`src/rtl/shifter8_seq_right.sv`:
```
// Multi-cycle right shifter: captures an operand and shift amount on start,
// shifts one bit per clock (logical or arithmetic), then pulses done.
module shifter8_seq_right #(
   parameter int WIDTH = 8,
   parameter int SHW   = 3
) (
   input  logic             clk,
   input  logic             reset_n,
   input  logic             start,
   input  logic             op,
   input  logic [WIDTH-1:0] d_in,
   input  logic [SHW-1:0]   shamt,
   output logic [WIDTH-1:0] d_out,
   output logic             c_out,
   output logic             busy,
   output logic             done
);

   typedef enum logic [1:0] {
      IDLE  = 2'd0,
      SHIFT = 2'd1,
      DONE  = 2'd2
   } state_t;

   localparam logic [SHW-1:0] CNT_ZERO = {SHW{1'b0}};
   localparam logic [SHW-1:0] CNT_ONE  = {{(SHW-1){1'b0}}, 1'b1};

   state_t           state_r;
   logic [WIDTH-1:0] sh_r;
   logic [SHW-1:0]   cnt_r;
   logic             op_r;
   logic             fill_s;
   logic [WIDTH-1:0] shifted_s;

   // One-position right shift of the working register; ASR replicates the sign bit
   always_comb begin
      fill_s    = op_r & sh_r[WIDTH-1];
      shifted_s = {fill_s, sh_r[WIDTH-1:1]};
   end

   // Control FSM with registered result, carry, busy and done
   always_ff @(posedge clk or negedge reset_n) begin
      if (!reset_n) begin
         state_r <= IDLE;
         sh_r    <= {WIDTH{1'b0}};
         cnt_r   <= CNT_ZERO;
         op_r    <= 1'b0;
         d_out   <= {WIDTH{1'b0}};
         c_out   <= 1'b0;
         busy    <= 1'b0;
         done    <= 1'b0;
      end else begin
         case (state_r)
            IDLE: begin
               done <= 1'b0;
               busy <= 1'b0;
               if (start) begin
                  sh_r  <= d_in;
                  cnt_r <= shamt;
                  op_r  <= op;
                  c_out <= 1'b0;
                  busy  <= 1'b1;
                  // A zero shift skips SHIFT and reports the operand unchanged
                  if (shamt == CNT_ZERO) begin
                     d_out   <= d_in;
                     done    <= 1'b1;
                     state_r <= DONE;
                  end else begin
                     state_r <= SHIFT;
                  end
               end else begin
                  state_r <= IDLE;
               end
            end
            SHIFT: begin
               c_out <= sh_r[0];
               sh_r  <= shifted_s;
               cnt_r <= cnt_r - CNT_ONE;
               busy  <= 1'b1;
               if (cnt_r == CNT_ONE) begin
                  d_out   <= shifted_s;
                  done    <= 1'b1;
                  state_r <= DONE;
               end else begin
                  done    <= 1'b0;
                  state_r <= SHIFT;
               end
            end
            DONE: begin
               done    <= 1'b0;
               busy    <= 1'b0;
               state_r <= IDLE;
            end
            default: begin
               done    <= 1'b0;
               busy    <= 1'b0;
               state_r <= IDLE;
            end
         endcase
      end
   end

endmodule

```
`config.mk`:
```
export PLATFORM = sky130hd
export DESIGN_NAME = shifter8_seq_right
export DESIGN_NICKNAME = d
export VERILOG_FILES = /design/src/rtl/shifter8_seq_right.sv
export SDC_FILE = /design/constraint.sdc
export NUM_CORES = 1
export LEC_CHECK = 0
export CORE_ASPECT_RATIO = 1.4
export CORE_UTILIZATION = 49
export DETAILED_ROUTE_END_ITERATION = 7
export HOLD_SLACK_MARGIN = 0.03
export PLACE_DENSITY = 0.86
export SLEW_MARGIN = 10
export SYNTH_ARGS = -nofsm -noshare
export SYNTH_HDL_FRONTEND = slang
export SYNTH_SLANG_ARGS = --single-unit
export TNS_END_PERCENT = 10
```
`constraint.sdc`:
```
create_clock -name clk -period 1.86 [get_ports clk]
set_input_delay 0.186 -clock clk [delete_from_list [all_inputs] [get_ports clk]]
set_output_delay 0.186 -clock clk [all_outputs]
set_load 0.005 [all_outputs]
```
==> results.sh, run 1 <==
export IMPL_status="complete, no violations"
export IMPL_cp_arrival_ns=1.90
export IMPL_nets=146
export IMPL_intPower_mw=1.71
export IMPL_synth_cells=99
export IMPL_finalCritPeriodShare=0.916
export IMPL_tritoncts="built"
export IMPL_worst_setup_path_end_kind="register"
export IMPL_rows=21
export IMPL_maxCapViolCount=0
export IMPL_post_dp_hpwl_um=1590
export IMPL_crit_required_ns=2.06
export IMPL_cp_start_kind="register"
export IMPL_drt_first_pass_iters=6
export IMPL_wl_per_cell_um=14.5
export IMPL_antenna_cells=0
export IMPL_relSlewSlack=0.801
export IMPL_yosysWarnings=0
export IMPL_gp_congestion=0.851
export IMPL_hold_viol_final=0
export IMPL_fin_worst_skew_ns=0.00669
export IMPL_final_common_cell="clkdlybuf4s50_1"
export IMPL_cts_resized=0
export IMPL_start_util=0.514
export IMPL_routed_wl_um=2190
export IMPL_antenna_left=0
export IMPL_cp_max_fo=14
export IMPL_swShare=0.321
export IMPL_syn_cell_area_sq_um=1210
export IMPL_hold_buffers=0
export IMPL_finalMaxSlewViolations=0
export IMPL_grt_use_total=0.180
export IMPL_fill_cells=186
export IMPL_vias=833
export IMPL_final_setup_viol_count=0
export IMPL_setup_tns_ns=0
export IMPL_place_ws_ns=0.161
export IMPL_synth_avg_cell_area_sq_um=12.3
export IMPL_h_tree_depth=1
export IMPL_rsz0062_at_grt="no"
export IMPL_p_comb_frac=0.496
export IMPL_clockBufferDepth=2
export IMPL_die_h_um=60.9
export IMPL_finalWorstSetupSlack_ns=0.157
export IMPL_tightest_slew_ns=0.298
export IMPL_clkPwrFrac=0.146
export IMPL_dieArea_sq_um=2690
export IMPL_layout_min_cycle_time_ns=1.70
export IMPL_critPathKind="reg -> reg"
export IMPL_critPathMaxStageDelay_ns=0.48
export IMPL_route_detailed_drc=0
export IMPL_cts_inserted_buffers=3
export IMPL_cts_sinks=24
export IMPL_synth_nets=116
export IMPL_layout_common_cells="25 x clkdlybuf4s50_1, 24 x dfrtp_1, 13 x nand2_1"
export IMPL_root_buffer="clkbuf_4"
export IMPL_area_growth_syn_to_layout_pct=27.9
export IMPL_grt_max_degree=25
export IMPL_cts_setup_buffers=0
export IMPL_die_x_um=44.1
export IMPL_path_clk_slew_ns=0.13
export IMPL_switchingPower_mw=0.810
export IMPL_grt_ovfl_total=0
export IMPL_fmax_ghz=0.587
export IMPL_p_leak_nw=0.689
export IMPL_peakVddDrop_uv=846
export IMPL_placeableCoreArea_sq_um=2360
export IMPL_antenna_found_initial=0
export IMPL_insertion_delay_ns=0.31
export IMPL_hp_class="in -> async"
export IMPL_ys_seq_area_frac=0.494
export IMPL_vias_per_cell=5.52
export IMPL_power_density_nw_per_um2=1620
export IMPL_post_synth_num_cell_types=23
export IMPL_dr_first_iter_drc_count=11
export IMPL_io_buffers=25
export IMPL_grt_pass1_vias=815
export IMPL_pin_count=26
export IMPL_crit_chain="nor2b_1 > buf_4 > mux2_2 > mux2_4"
export IMPL_synth_seq_cells=24
export IMPL_power_frac_seq=0.358
export IMPL_layout_drive_gt1_share=0.211
export IMPL_slowest_stage="dfrtp_1"
export IMPL_grt_pass1_wl_um=3590
[kinds of logic (layout without fill, tap and decap cells)]
group | after synthesis | in the layout | share of synthesized area
muxes | 26 | 26 | 0.259
and+or+nand+nor | 23 | 23 | 0.0989
AOI/OAI and AO/OA | 14 | 14 | 0.0700
xor gates and xnor gates | 1 | 1 | 0.00721
DFF | 24 | 24 | 0.494
buffers and inverters | 9 | 38 | 0.0505
adders and majority gates | 2 | 2 | 0.0206
[routing by layer]
layer | global-route usage | wire length (um) | part of all wire | vias up
li1 | - | - | - | 400
met1 | 0.242 | 1010 | 0.46 | 398
met2 | 0.298 | 1070 | 0.49 | 30
met3 | 0.0268 | 84 | 0.038 | 5
met4 | 0.0563 | 25 | 0.011 | 0
met5 | 0 | 0 | 0 | -
[flip-flops by register name, indices dropped and copies added, names as in the netlist]
name and flops:
busy 1, c_out 1, cnt_r 3, d_out 8
done 1, op_r 1, sh_r 8, state_r 1
[per-stage QoR]
stage / total power [mW] / cell area [sq um] / instances / hold slack, ns / util
floorplan: 1.76 / 1210 / 99 / -0.110 / -
global placement: 2.12 / 1500 / 147 / 0.460 / 0.635
detailed placement: 2.16 / 1500 / 147 / 0.470 / 0.635
CTS: 2.54 / 1550 / 151 / 0.223 / 0.657
global route: 2.70 / 1550 / 151 / 0.234 / 0.657
finish: 2.52 / 1550 / 151 / 0.222 / 0.657
[cells in the mapped netlist]
cell | number | area, sq um
a311o_1 | 1 | 10.0
nand3b_1 | 2 | 15.0
dfrtp_1 | 24 | 601
ha_1 | 2 | 25.0
xor2_1 | 1 | 8.76
mux2_4 | 9 | 135
nor2b_1 | 2 | 12.5
nor2_1 | 2 | 7.51
clkbuf_1 | 1 | 3.75
nor3b_4 | 1 | 18.8
inv_1 | 3 | 11.3
a22o_1 | 1 | 8.76
o22ai_1 | 1 | 6.26
mux2_2 | 7 | 78.8
buf_2 | 1 | 5.00
o21ai_0 | 10 | 50.1
mux2i_1 | 10 | 100
or2b_1 | 1 | 7.51
buf_4 | 1 | 7.51
nand2_1 | 13 | 48.8
buf_6 | 3 | 33.8
nor3_1 | 2 | 10.0
a32o_1 | 1 | 10.0
[cell type report]
type	instances	area (sq um)	area share
repair buffers	31	308	0.198
clock buffers	3	22.5	0.0145
well taps	23	28.8	0.0185
flip-flops and latches	24	601	0.386
clock inverters	1	30.0	0.0193
inverters	3	11.3	0.00725
multi-input cells	66	553	0.356
[critical path: cells and delay by family, from the launching register on]
kind	cells	cell delay, ns
multiplexers	2	0.62
flip-flops	1	0.48
buffers and inverters	1	0.25
AND/OR/NAND/NOR	1	0.24
[final timing paths]
| kind | from | end | slack (ns) | depth (start not counted) |
|---|---|---|---|---|
| min | reset_n | done | 0.22 | 2 |
| min in group clk | start | busy | 0.48 | 3 |
| max in group asynchronous | reset_n | d_out[1] | 1.41 | 2 |
| min reg2reg | sh_r[0] | c_out | 0.51 | 2 |
| max | done | d_out[0] | 0.16 | 4 |
| max reg2reg | done | d_out[0] | 0.16 | 4 |
[power by group through the flow]
stage	combinational (mW)	clock (mW)	sequential, mW
5_1_grt	1.36	0.400	0.938
6_report	1.25	0.367	0.904
3_5_place_dp	1.25	0	0.914
3_3_place_gp	1.21	0	0.906
4_1_cts	1.26	0.379	0.907
2_1_floorplan	0.855	0	0.905
(Power assumes the default switching activity.)
==> inputs of run 2 (changes only) <==
--- a/config.mk
+++ b/config.mk
@@ -6,6 +6,7 @@
 export NUM_CORES = 1
 export LEC_CHECK = 0
 export CORE_ASPECT_RATIO = 1.4
+export CORE_MARGIN = 2
 export CORE_UTILIZATION = 49
 export DETAILED_ROUTE_END_ITERATION = 7
 export HOLD_SLACK_MARGIN = 0.03
==> results.sh, run 2 (synthesis results as in run 1) <==
export IMPL_antenna_left=0
export IMPL_multi_input_area_sq_um=553
export IMPL_relSlewSlack=0.801
export IMPL_tightest_slew_ns=0.299
export IMPL_routed_wl_um=2180
export IMPL_hold_viol_final=0
export IMPL_p_leak_nw=0.687
export IMPL_critPathKind="reg -> reg"
export IMPL_tritoncts="built"
export IMPL_regArea_sq_um=601
export IMPL_path_clk_slew_ns=0.13
export IMPL_grt_pass1_wl_um=3580
export IMPL_root_buffer="clkbuf_4"
export IMPL_clkPwrFrac=0.112
export IMPL_finalCritPeriodShare=0.836
export IMPL_gp_congestion=0.802
export IMPL_grt_max_degree=25
export IMPL_die_h_um=62.9
export IMPL_switchingPower_mw=0.808
export IMPL_placeableCoreArea_sq_um=2360
export IMPL_r2r_start="cnt_r[0]"
export IMPL_total_power_mw=2.43
export IMPL_fin_worst_skew_ns=0.00202
export IMPL_cts_sinks=24
export IMPL_die_x_um=46.1
export IMPL_rsz0062_at_grt="no"
export IMPL_wl_per_cell_um=14.3
export IMPL_hp_class="in -> async"
export IMPL_finalMaxSlewViolations=0
export IMPL_antenna_cells=0
export IMPL_hold_buffers=0
export IMPL_layout_common_cells="25 x clkdlybuf4s50_1, 24 x dfrtp_1, 13 x nand2_1"
export IMPL_final_setup_viol_count=0
export IMPL_p_comb_frac=0.519
export IMPL_maxCapViolCount=0
export IMPL_fill_cells=181
export IMPL_io_buffers=25
export IMPL_cts_inserted_buffers=3
export IMPL_setup_tns_ns=0
export IMPL_rr_worst_depth=5
export IMPL_power_density_nw_per_um2=1570
export IMPL_post_dp_hpwl_um=1570
export IMPL_reg_top3="d_out: 8 flops, sh_r: 8 flops, cnt_r: 3 flops"
export IMPL_intPower_mw=1.62
export IMPL_grt_use_total=0.165
export IMPL_crit_required_ns=2.07
export IMPL_start_util=0.514
export IMPL_insertion_delay_ns=0.31
export IMPL_final_common_cell="clkdlybuf4s50_1"
export IMPL_dieArea_sq_um=2900
export IMPL_vias=834
export IMPL_cp_start_kind="register"
export IMPL_r2r_slack_ns=0.31
export IMPL_nets=147
export IMPL_status="complete, no violations"
export IMPL_route_detailed_drc=0
export IMPL_fmax_ghz=0.643
export IMPL_dr_first_iter_drc_count=13
export IMPL_h_tree_depth=1
export IMPL_worst_setup_path_end_kind="register"
export IMPL_cp_arrival_ns=1.77
export IMPL_layout_min_cycle_time_ns=1.55
export IMPL_swShare=0.332
export IMPL_r2r_end="d_out[7]"
export IMPL_cp_max_fo=9
export IMPL_rows=21
export IMPL_drt_first_pass_iters=4
export IMPL_area_growth_syn_to_layout_pct=27.2
export IMPL_cts_setup_buffers=0
export IMPL_power_frac_seq=0.369
export IMPL_antenna_found_initial=0
export IMPL_layout_drive_gt1_share=0.217
export IMPL_cts_resized=0
export IMPL_clockBufferDepth=2
export IMPL_grt_ovfl_total=0
export IMPL_vias_per_cell=5.49
export IMPL_pin_count=26
export IMPL_peakVddDrop_uv=748
export IMPL_grt_pass1_vias=827
## run 2: changes by cell type in the layout (fill, tap and decap cells not counted), sizes merged
cell and delta:
clkbuf +1, buf +1, bufinv -1
## run 2: how the worst max path moves through the flow
| stage | from | to | slack [ns] |
|---|---|---|---|
| floorplan | done | d_out[0] | 0.29 |
| global placement | shamt[0] | d_out[4] | 0.21 |
| detailed placement | shamt[0] | d_out[2] | 0.16 |
| CTS | cnt_r[0] | d_out[1] | 0.31 |
| global route | done | d_out[4] | 0.23 |
| finish | cnt_r[0] | d_out[7] | 0.31 |
## run 2: power by group through the flow
stage	clock network, mW	registers [mW]	logic (mW)
2_1_floorplan	0	0.905	0.855
3_3_place_gp	0	0.899	1.23
3_5_place_dp	0	0.902	1.28
4_1_cts	0.284	0.897	1.28
5_1_grt	0.313	0.922	1.39
6_report	0.272	0.897	1.26
## run 2: area by class of cell
| type | instances | share of cell area |
|---|---|---|
| multi-input combinational | 66 | 0.358 |
| sequential | 24 | 0.389 |
| inverter | 3 | 0.00729 |
| tap | 23 | 0.0186 |
| clock buffer | 4 | 0.0235 |
| timing repair buffer | 32 | 0.204 |
## run 2: layer usage
| metal | wire [um] | track usage | vias to the layer above |
|---|---|---|---|
| met3 | 74 | 0.0260 | 8 |
| met4 | 33 | 0.0643 | 0 |
| li1 | - | - | 405 |
| met1 | 987 | 0.216 | 395 |
| met2 | 1080 | 0.264 | 26 |
| met5 | 0 | 0 | - |
## run 2: worst max-delay path, cell delays in order, from the launching register on
cell	delay, ns
dfrtp_1	0.42
ha_1	0.19
nor2b_1	0.14
a22o_1	0.26
buf_12	0.15
mux2_4	0.29
## run 2: through the flow
step                worst slack [ns]  utilization  hold slack, ns  instance area, sq um  instances
floorplan                      0.293            -          -0.110                  1210         99
global placement               0.206        0.638           0.460                  1510        148
detailed placement             0.161        0.638           0.477                  1510        148
CTS                            0.307        0.653           0.215                  1550        152
global route                   0.227        0.653           0.213                  1550        152
finish                         0.305        0.653           0.214                  1550        152
